$ cat config.mk
export PLATFORM = sky130hd
export DESIGN_NAME = freq_div_prog
export DESIGN_NICKNAME = d
export VERILOG_FILES = /design/src/rtl/freq_div_prog.sv
export SDC_FILE = /design/constraint.sdc
export NUM_CORES = 1
export LEC_CHECK = 0
export CORE_AREA = 2 2 102 84
export DETAILED_ROUTE_END_ITERATION = 12
export DIE_AREA = 0 0 104 86
export PLACE_DENSITY = 0.77
export SYNTH_ARGS = -nofsm -noshare
export SYNTH_HDL_FRONTEND = slang
export SYNTH_SLANG_ARGS = --single-unit
$ cat constraint.sdc
create_clock -name clk -period 4.35 [get_ports clk]
set_input_delay 0.6525 -clock clk [delete_from_list [all_inputs] [get_ports clk]]
set_output_delay 0.6525 -clock clk [all_outputs]
set_load 0.01 [all_outputs]
$ cat src/rtl/freq_div_prog.sv
// Programmable half-period clock divider with load/ack handshake and a free-running display
// scan counter. Define FREQ_DIV_TICK_EN to compile in the tick pulse output.
module freq_div_prog #(
    parameter int unsigned DIV_W    = 25,
    parameter int unsigned DIV_INIT = 24'hFFFFFF,
    parameter int unsigned SCAN_W   = 2,
    parameter int unsigned SCAN_DIV = 15
) (
    input  logic              clk,
    input  logic              rst_n,
    input  logic              en,
    input  logic [DIV_W-1:0]  div_val,
    input  logic              div_load,
    output logic              clk_out,
    output logic [SCAN_W-1:0] clk_ctl,
    output logic              tick,
    output logic              load_ack
);

    localparam logic [DIV_W-1:0] HALF_INIT = DIV_W'(DIV_INIT);

    logic [DIV_W-1:0]    cnt;
    logic [DIV_W-1:0]    half_reg;
    logic [DIV_W-1:0]    pend_val;
    logic                pend_vld;
    logic [SCAN_DIV-1:0] scan_pre;
    logic                boundary;

    assign boundary = en && (cnt == half_reg);

    always_ff @(posedge clk or negedge rst_n) begin
        if (!rst_n) begin
            cnt      <= '0;
            half_reg <= HALF_INIT;
            pend_val <= '0;
            pend_vld <= 1'b0;
            scan_pre <= '0;
            clk_out  <= 1'b0;
            clk_ctl  <= '0;
            load_ack <= 1'b0;
        end else begin
            if (en) begin
                if (boundary) begin
                    cnt     <= '0;
                    clk_out <= ~clk_out;
                end else begin
                    cnt <= cnt + DIV_W'(1);
                end
                if (&scan_pre) begin
                    scan_pre <= '0;
                    clk_ctl  <= clk_ctl + SCAN_W'(1);
                end else begin
                    scan_pre <= scan_pre + SCAN_DIV'(1);
                end
            end
            load_ack <= boundary && pend_vld;
            if (boundary && pend_vld) begin
                half_reg <= pend_val;
                pend_vld <= 1'b0;
            end
            // A load on a boundary edge stays pending for the next boundary.
            if (div_load) begin
                pend_val <= div_val;
                pend_vld <= 1'b1;
            end
        end
    end

`ifdef FREQ_DIV_TICK_EN
    always_ff @(posedge clk or negedge rst_n) begin
        if (!rst_n) begin
            tick <= 1'b0;
        end else begin
            tick <= boundary;
        end
    end
`else
    assign tick = 1'b0;
`endif

endmodule

==> metrics.md, run 1 <==
| Metric | Value |
|---|---|
| Reg clk slew, reported paths | 0.09 ns |
| Final non-filler cell total | around 500 |
| Crit path required time | between 4 and 5 ns |
| Clock Tree Root | clkbuf_8 |
| DP Cell Count | 487 |
| Starting Density | 56.19% |
| Main flop type after synthesis | dfrtp_1 |
| Worst-Skew Late Latency | ~0.36 ns |
| Synth area leader | dfrtp_1 |
| Synthesized flop and latch total | 95 |
| Slew Limit Fails | 0 |
| Final #Nets | between 400 and 500 |
| CP startpoint | en |
| Layout cells sized above 1 | approximately a quarter |
| Register area share after synthesis | 54.66% |
| Min Clock Period, post-route | 2.729 ns |
| Die area | 0.008944 mm2 |
| # port buffers | 32 |
| Worst VDD drop | 0.0002167 V |
| Antenna-violating nets left | 0 |
| Status | completed |
| Critical path class | in -> reg |
| Post-cts sizing count | 0 |
| TritonCTS Sinks | 95 |
| CP bufs+invs | 1 |
| Fin. Hold Viols | 0 |
| Initial DRC Count | 95 |
| Most frequent cells after synthesis | dfrtp_1 (71), xnor2_1 (47), nor2_1 (38) |
| Routed len/inst | ~15 um |
| R2r setup slk | 1.93 ns |
| Largest net degree at the start of global routing | 59 |
| # setup viols final | 0 |
| Syn_area_per_cell | roughly 12 um2 |
| Worst Setup Start Kind | primary input |
| Antenna cells | 0 |
| Via density | 5.318 |
| CP delay by family, top | simple AND/OR/NAND/NOR gates |
| PD cells | between 300 and 400 mW/mm2 |
| Yosys cell types | 35 |
| Crit share post-route | 62.74% |
| Slew headroom | around a fifth |
| RSZ-0062 raised after global routing | false |
| Post-synth EDFFs | 0 |
| FF-to-FF End | cnt[1]$_DFFE_PN0P_ |
| GRT overflow | 0 |
| Ys async rst share | between 90% and 100% |
| Row cnt | 29 |
| CTS Buffer Depth | 2 |
| Top-count cell post-synth | dfrtp_1 |
| Die Y | between 80 and 90 um |
| Syn Inst Count | 359 |
| Post-Syn Area | between 0.004 and 0.005 mm2 |
| Min-Delay Path Class | in -> async |
| Initial antenna violation count | 0 |
| Crit path largest cell delay | 0.82 ns |
| CTS tree | built |
| Final Routed Wirelength | about 7400 um |
| Max FO, Critical Path | 25 |
| R2R Path Start | cnt[21]$_DFFE_PN0P_ |
| Setup TNS | 0 ns |
| Gpl congestion | approximately 0.8 |
| Max Fclk | about 0.37 GHz |
| Multi-input gate area | 0.001891 mm2 |
| Synth top area share | about two fifths |
| # DRC | 0 |
| H-Tree Depth | 3 |
| Vias in the first global route | 2805 |
| Fin Clk Skew | between 0.01 and 0.015 ns |
| CP Cell Sequence | clkdlybuf4s50_1 -> nand2_1 -> nor4_4 -> and2_1 -> o22ai_1 |
| First-pass GRT wire length | approximately 13000 um |
| DR pass1 iterations | 6 |
| Synth area leaders | dfrtp_1 (40%), dfstp_2 (14%), xnor2_1 (9.3%) |
| Worst Tran Pin Value | around 1.2 ns |
| Vias | about 2.7k |
| CP arrival | approximately 2.9 ns |
| FF-to-FF path depth | 5 |
| Element type at the critical path end | flop |
| P_leak | roughly 2.1 nW |
| Synth warn | 0 |
| Top Ports | 34 |
| Placeable core area | between 0.007 and 0.008 mm2 |
| CP max-delay cell | clkdlybuf4s50_1 |
| Number of setup buffers added after CTS | 0 |
| CTS Hold Bufs | 0 |
| # fillers | approximately 630 |
| Max-cap violations | 0 |
| CTS Buf Count | 9 |
| Register area | 0.002407 mm2 |
| Layout area overhead | 14.09% |
| Chip Width | 104 um |
| GRT Overall Usage | between 10% and 20% |
| Syn nets | between 300 and 400 |
| DP HPWL | about 5300 um |
power by group:
group	internal, W	switching (W)	total (W)
sequential	0.000972	0.0000887	0.00106
clock	0.000358	0.000293	0.000651
combinational	0.000140	0.000115	0.000255
layout make-up:
type	instances	area share, %
clock inverter	4	1.544
inverter	9	0.6723
multi-input combinational	242	37.62
timing repair buffer	33	6.474
tap	108	2.689
clock buffer	12	3.088
sequential	95	47.91
worst register-to-register path: cells and delay by family (launching register included):
family,cells,cell delay [ns]
DFF,1,0.44
xor gates and xnor gates,1,0.20
and+or+nand+nor,3,1.44
AOI/OAI and AO/OA,1,0.18
layout by cell type, fill, tap and decap left out, types with 2 or more instances in the layout:
cell,instances
inv_1,9
a21oi_1,2
nor3b_2,2
nor3_1,12
clkinv_4,2
o22ai_1,2
buf_4,2
xnor2_1,47
nand2_1,21
and4_1,7
xor2_1,14
or3_1,2
nand3_1,9
nor4_1,4
clkdlybuf4s50_1,31
mux2_4,20
nand2b_1,2
nor2_1,38
dfstp_2,24
bufinv_16,2
nand4_1,11
o21ai_0,4
dfrtp_1,71
ha_1,2
clkbuf_8,11
mux2_2,31
and3_1,4
per-layer routing:
| layer | vias to the layer above | GRT usage, % | wire, um |
|---|---|---|---|
| li1 | 1278 | - | - |
| met1 | 1332 | 24.84 | 3467 |
| met2 | 51 | 29.49 | 3548 |
| met3 | 14 | 4.711 | 318 |
| met4 | 0 | 5.774 | 103 |
| met5 | - | 0 | 0 |
how the worst max path moves through the flow:
stage / endpoint / slack [ns] / depth (start not counted)
after floorplan: half_reg[24]$_DFFE_PN0P_ / 2.40 / 6
after global placement: cnt[0]$_DFFE_PN0P_ / 1.32 / 5
after detailed placement: cnt[0]$_DFFE_PN0P_ / 1.24 / 5
after CTS: cnt[1]$_DFFE_PN0P_ / 1.64 / 5
after global routing: cnt[0]$_DFFE_PN0P_ / 1.39 / 5
final: cnt[1]$_DFFE_PN0P_ / 1.62 / 5
metrics by stage:
stage | hold slack (ns) | total power (W) | setup WS (ns) | util, % | instance area (um2)
floorplan | 0.3569 | 0.001239 | 2.400 | - | 4404
global placement | 0.4594 | 0.001319 | 1.320 | 61.14 | 4792
detailed placement | 0.4623 | 0.001337 | 1.245 | 61.14 | 4792
CTS | 0.3562 | 0.001990 | 1.642 | 64.11 | 5025
global route | 0.3744 | 0.002068 | 1.391 | 64.11 | 5025
finish | 0.3290 | 0.001967 | 1.621 | 64.11 | 5025
logic make-up (layout without fill, tap and decap cells):
| kind of cell | count (synthesis) | after routing | share of synthesized area [%] |
|---|---|---|---|
| other | 1 | 1 | 0.08515 |
| AOI/OAI and AO/OA | 10 | 10 | 1.335 |
| DFF | 95 | 95 | 54.66 |
| adders and majority gates | 2 | 2 | 0.5681 |
| buffers and inverters | 22 | 58 | 2.415 |
| muxes | 51 | 51 | 14.74 |
| xor gates and xnor gates | 61 | 61 | 12.13 |
| and+or+nand+nor | 117 | 117 | 14.06 |
Power figures use the tool's default switching activity.
==> run 2, diff against run 1 <==
Clock period 4.35 ns to 2.55 ns, I/O delays scaled along.
==> run 2 against run 1 <==
Effect of this change: via count rose by 0.49%; critical endpoint is now half_reg[14]$_DFFE_PN1P_; combinational power grew 82%; critical path type is now reg -> reg; clock-buffer cell count fell by 1; sequential power rose by 71%; core utilization up 0.57 points; final area grew 0.90%; worst hold slack gained 0.15 ns; die area did not move; critical path depth is 1 higher; power rose by 65%.
==> metrics.md, run 2 (synthesis results as in run 1) <==
| Metric | Value |
|---|---|
| Final instance area | slightly above 0.005 mm2 |
| # DRC | 0 |
| CP startpoint | cnt[21]$_DFFE_PN0P_ |
| GRT Overall Usage | between 10% and 20% |
| Most frequent cells in the layout | dfrtp_1 (71), xnor2_1 (47), nor2_1 (38), mux2_2 (31), clkdlybuf4s50_1 (31) |
| RSZ-0062 raised after global routing | false |
| DR pass1 iterations | 4 |
| Max-cap violations | 0 |
| Vias | between 2k and 3k |
| Setup TNS | 0 ns |
| CTS Buffer Depth | 2 |
| Crit share post-route | slightly below 90% |
| Chip Width | ~100 um |
| Min-Delay Path Class | reg -> reg |
| Worst-Skew Late Latency | ~0.37 ns |
| Slew Limit Fails | 0 |
| CP endpoint | half_reg[14]$_DFFE_PN1P_ |
| Layout cells sized above 1 | roughly a quarter |
| Max FO, Critical Path | 19 |
| Layout area overhead | 15.11% |
| Fin Clk Skew | 0.01264 ns |
| Worst VDD drop | just over 0.0004 V |
| Critical path class | reg -> reg |
| DP HPWL | approximately 5700 um |
| Routed len/inst | ~15 um |
| Gpl congestion | between 0.8 and 0.9 |
| Initial DRC Count | 152 |
| CTS Buf Count | 9 |
| Final #Nets | roughly 430 |
| FF-to-FF End | half_reg[14]$_DFFE_PN1P_ |
| Antenna-violating nets left | 0 |
| Core Util, Final | roughly 65% |
| Hold_ws | about 0.47 ns |
| Row cnt | 29 |
| R2r setup slk | roughly 0.35 ns |
| Multi-input gate area | between 0.0015 and 0.002 mm2 |
| Placeable core area | 0.007838 mm2 |
| Starting Density | 56.19% |
| Worst setup margin | roughly 0.35 ns |
| Top Ports | 34 |
| Die area | slightly below 0.009 mm2 |
| Register area | 0.002407 mm2 |
| # setup viols final | 0 |
| Die Y | roughly 86 um |
| FF-to-FF path depth | 6 |
| Crit path required time | roughly 2.8 ns |
| Worst Setup Start Kind | flop |
| TritonCTS Sinks | 95 |
| Initial antenna violation count | 0 |
| Placed Area | 0.004870 mm2 |
| Final Routed Wirelength | ~7800 um |
| Status | completed |
| GRT overflow | 0 |
| # port buffers | 32 |
| R2R Path Start | cnt[21]$_DFFE_PN0P_ |
| Fin. Hold Viols | 0 |
| Clock Tree Root | clkbuf_8 |
| Crit path largest cell delay | between 0.4 and 0.5 ns |
| Min Clock Period, post-route | between 2 and 2.5 ns |
| H-Tree Depth | 3 |
| Vias in the first global route | 2670 |
| Via density | between 5 and 6 |
| PD cells | between 600 and 700 mW/mm2 |
| Number of setup buffers added after CTS | 0 |
| # fillers | approximately 630 |
| Reg clk slew, reported paths | approximately 0.090 ns |
| Element type at the critical path end | flop |
| CP arrival | about 2.5 ns |
| Post-cts sizing count | 0 |
| Pre-CTS WS | approximately 0.28 ns |
| Largest net degree at the start of global routing | 44 |
| CP max-delay cell | dfrtp_1 |
| First-pass GRT wire length | approximately 13000 um |
| CTS tree | built |
| CP Cell Sequence | xor2_1 -> nor4_1 -> nor3b_2 -> nand3_4 -> buf_12 -> mux2_4 |
| P_leak | ~2.2 nW |
| Max Fclk | ~0.45 GHz |
| Commonest non-fill, non-tap cell in the layout | dfrtp_1 |
| Antenna cells | 0 |
==> run 2: worst max-delay path: cells and delay by family (launching register included) <==
family | cells | cell delay (ns)
flops | 1 | 0.45
mux | 1 | 0.30
simple gates | 3 | 0.95
xor+xnor | 1 | 0.20
buf+inv | 1 | 0.22
==> run 2: metal layers <==
metal | share of wire [%] | wire length [um] | global-route usage, % | vias up
met5 | 0 | 0 | 0 | -
met4 | 1.2 | 90 | 6.265 | 0
met3 | 4.8 | 371 | 5.319 | 10
met2 | 46 | 3601 | 30.44 | 62
met1 | 48 | 3733 | 26.71 | 1324
li1 | - | - | - | 1292
==> run 2: through the flow <==
| stage | total power (W) | std cells |
|---|---|---|
| floorplan | 0.002113 | 359 |
| global placement | 0.002278 | 494 |
| detailed placement | 0.002307 | 494 |
| CTS | 0.003276 | 511 |
| global route | 0.003411 | 511 |
| finish | 0.003239 | 511 |
==> run 2: worst min path at each step <==
stage,startpoint,endpoint,slack [ns],depth (start not counted)
after floorplan,rst_n,clk_ctl[0]$_DFFE_PN0P_,0.09,0
final,clk_out$_DFFE_PN0P_,clk_out$_DFFE_PN0P_,0.47,1
after detailed placement,rst_n,clk_ctl[1]$_DFFE_PN0P_,0.34,1
after global routing,clk_out$_DFFE_PN0P_,clk_out$_DFFE_PN0P_,0.49,1
after global placement,rst_n,scan_pre[14]$_DFFE_PN0P_,0.34,1
after CTS,rst_n,cnt[5]$_DFFE_PN0P_,0.48,2
==> run 2: final cells by class <==
type	count	area share [%]
clock buffers	11	2.591
repair buffers	41	8.144
inverters	9	0.6663
clock inverters	5	1.160
well taps	108	2.665
multi-input cells	242	37.29
flip-flops and latches	95	47.48
==> run 2: repair_timing <==
item / CTS / global route
hold buffers: 1 / 0
endpoints found under the hold margin: 27 / 0
endpoints found under the setup margin: 0 / 0
==> run 2: report_power, final <==
part           internal [W]  switching [W]
Combinational      0.000255       0.000209
Clock              0.000454       0.000506
Sequential          0.00166       0.000156
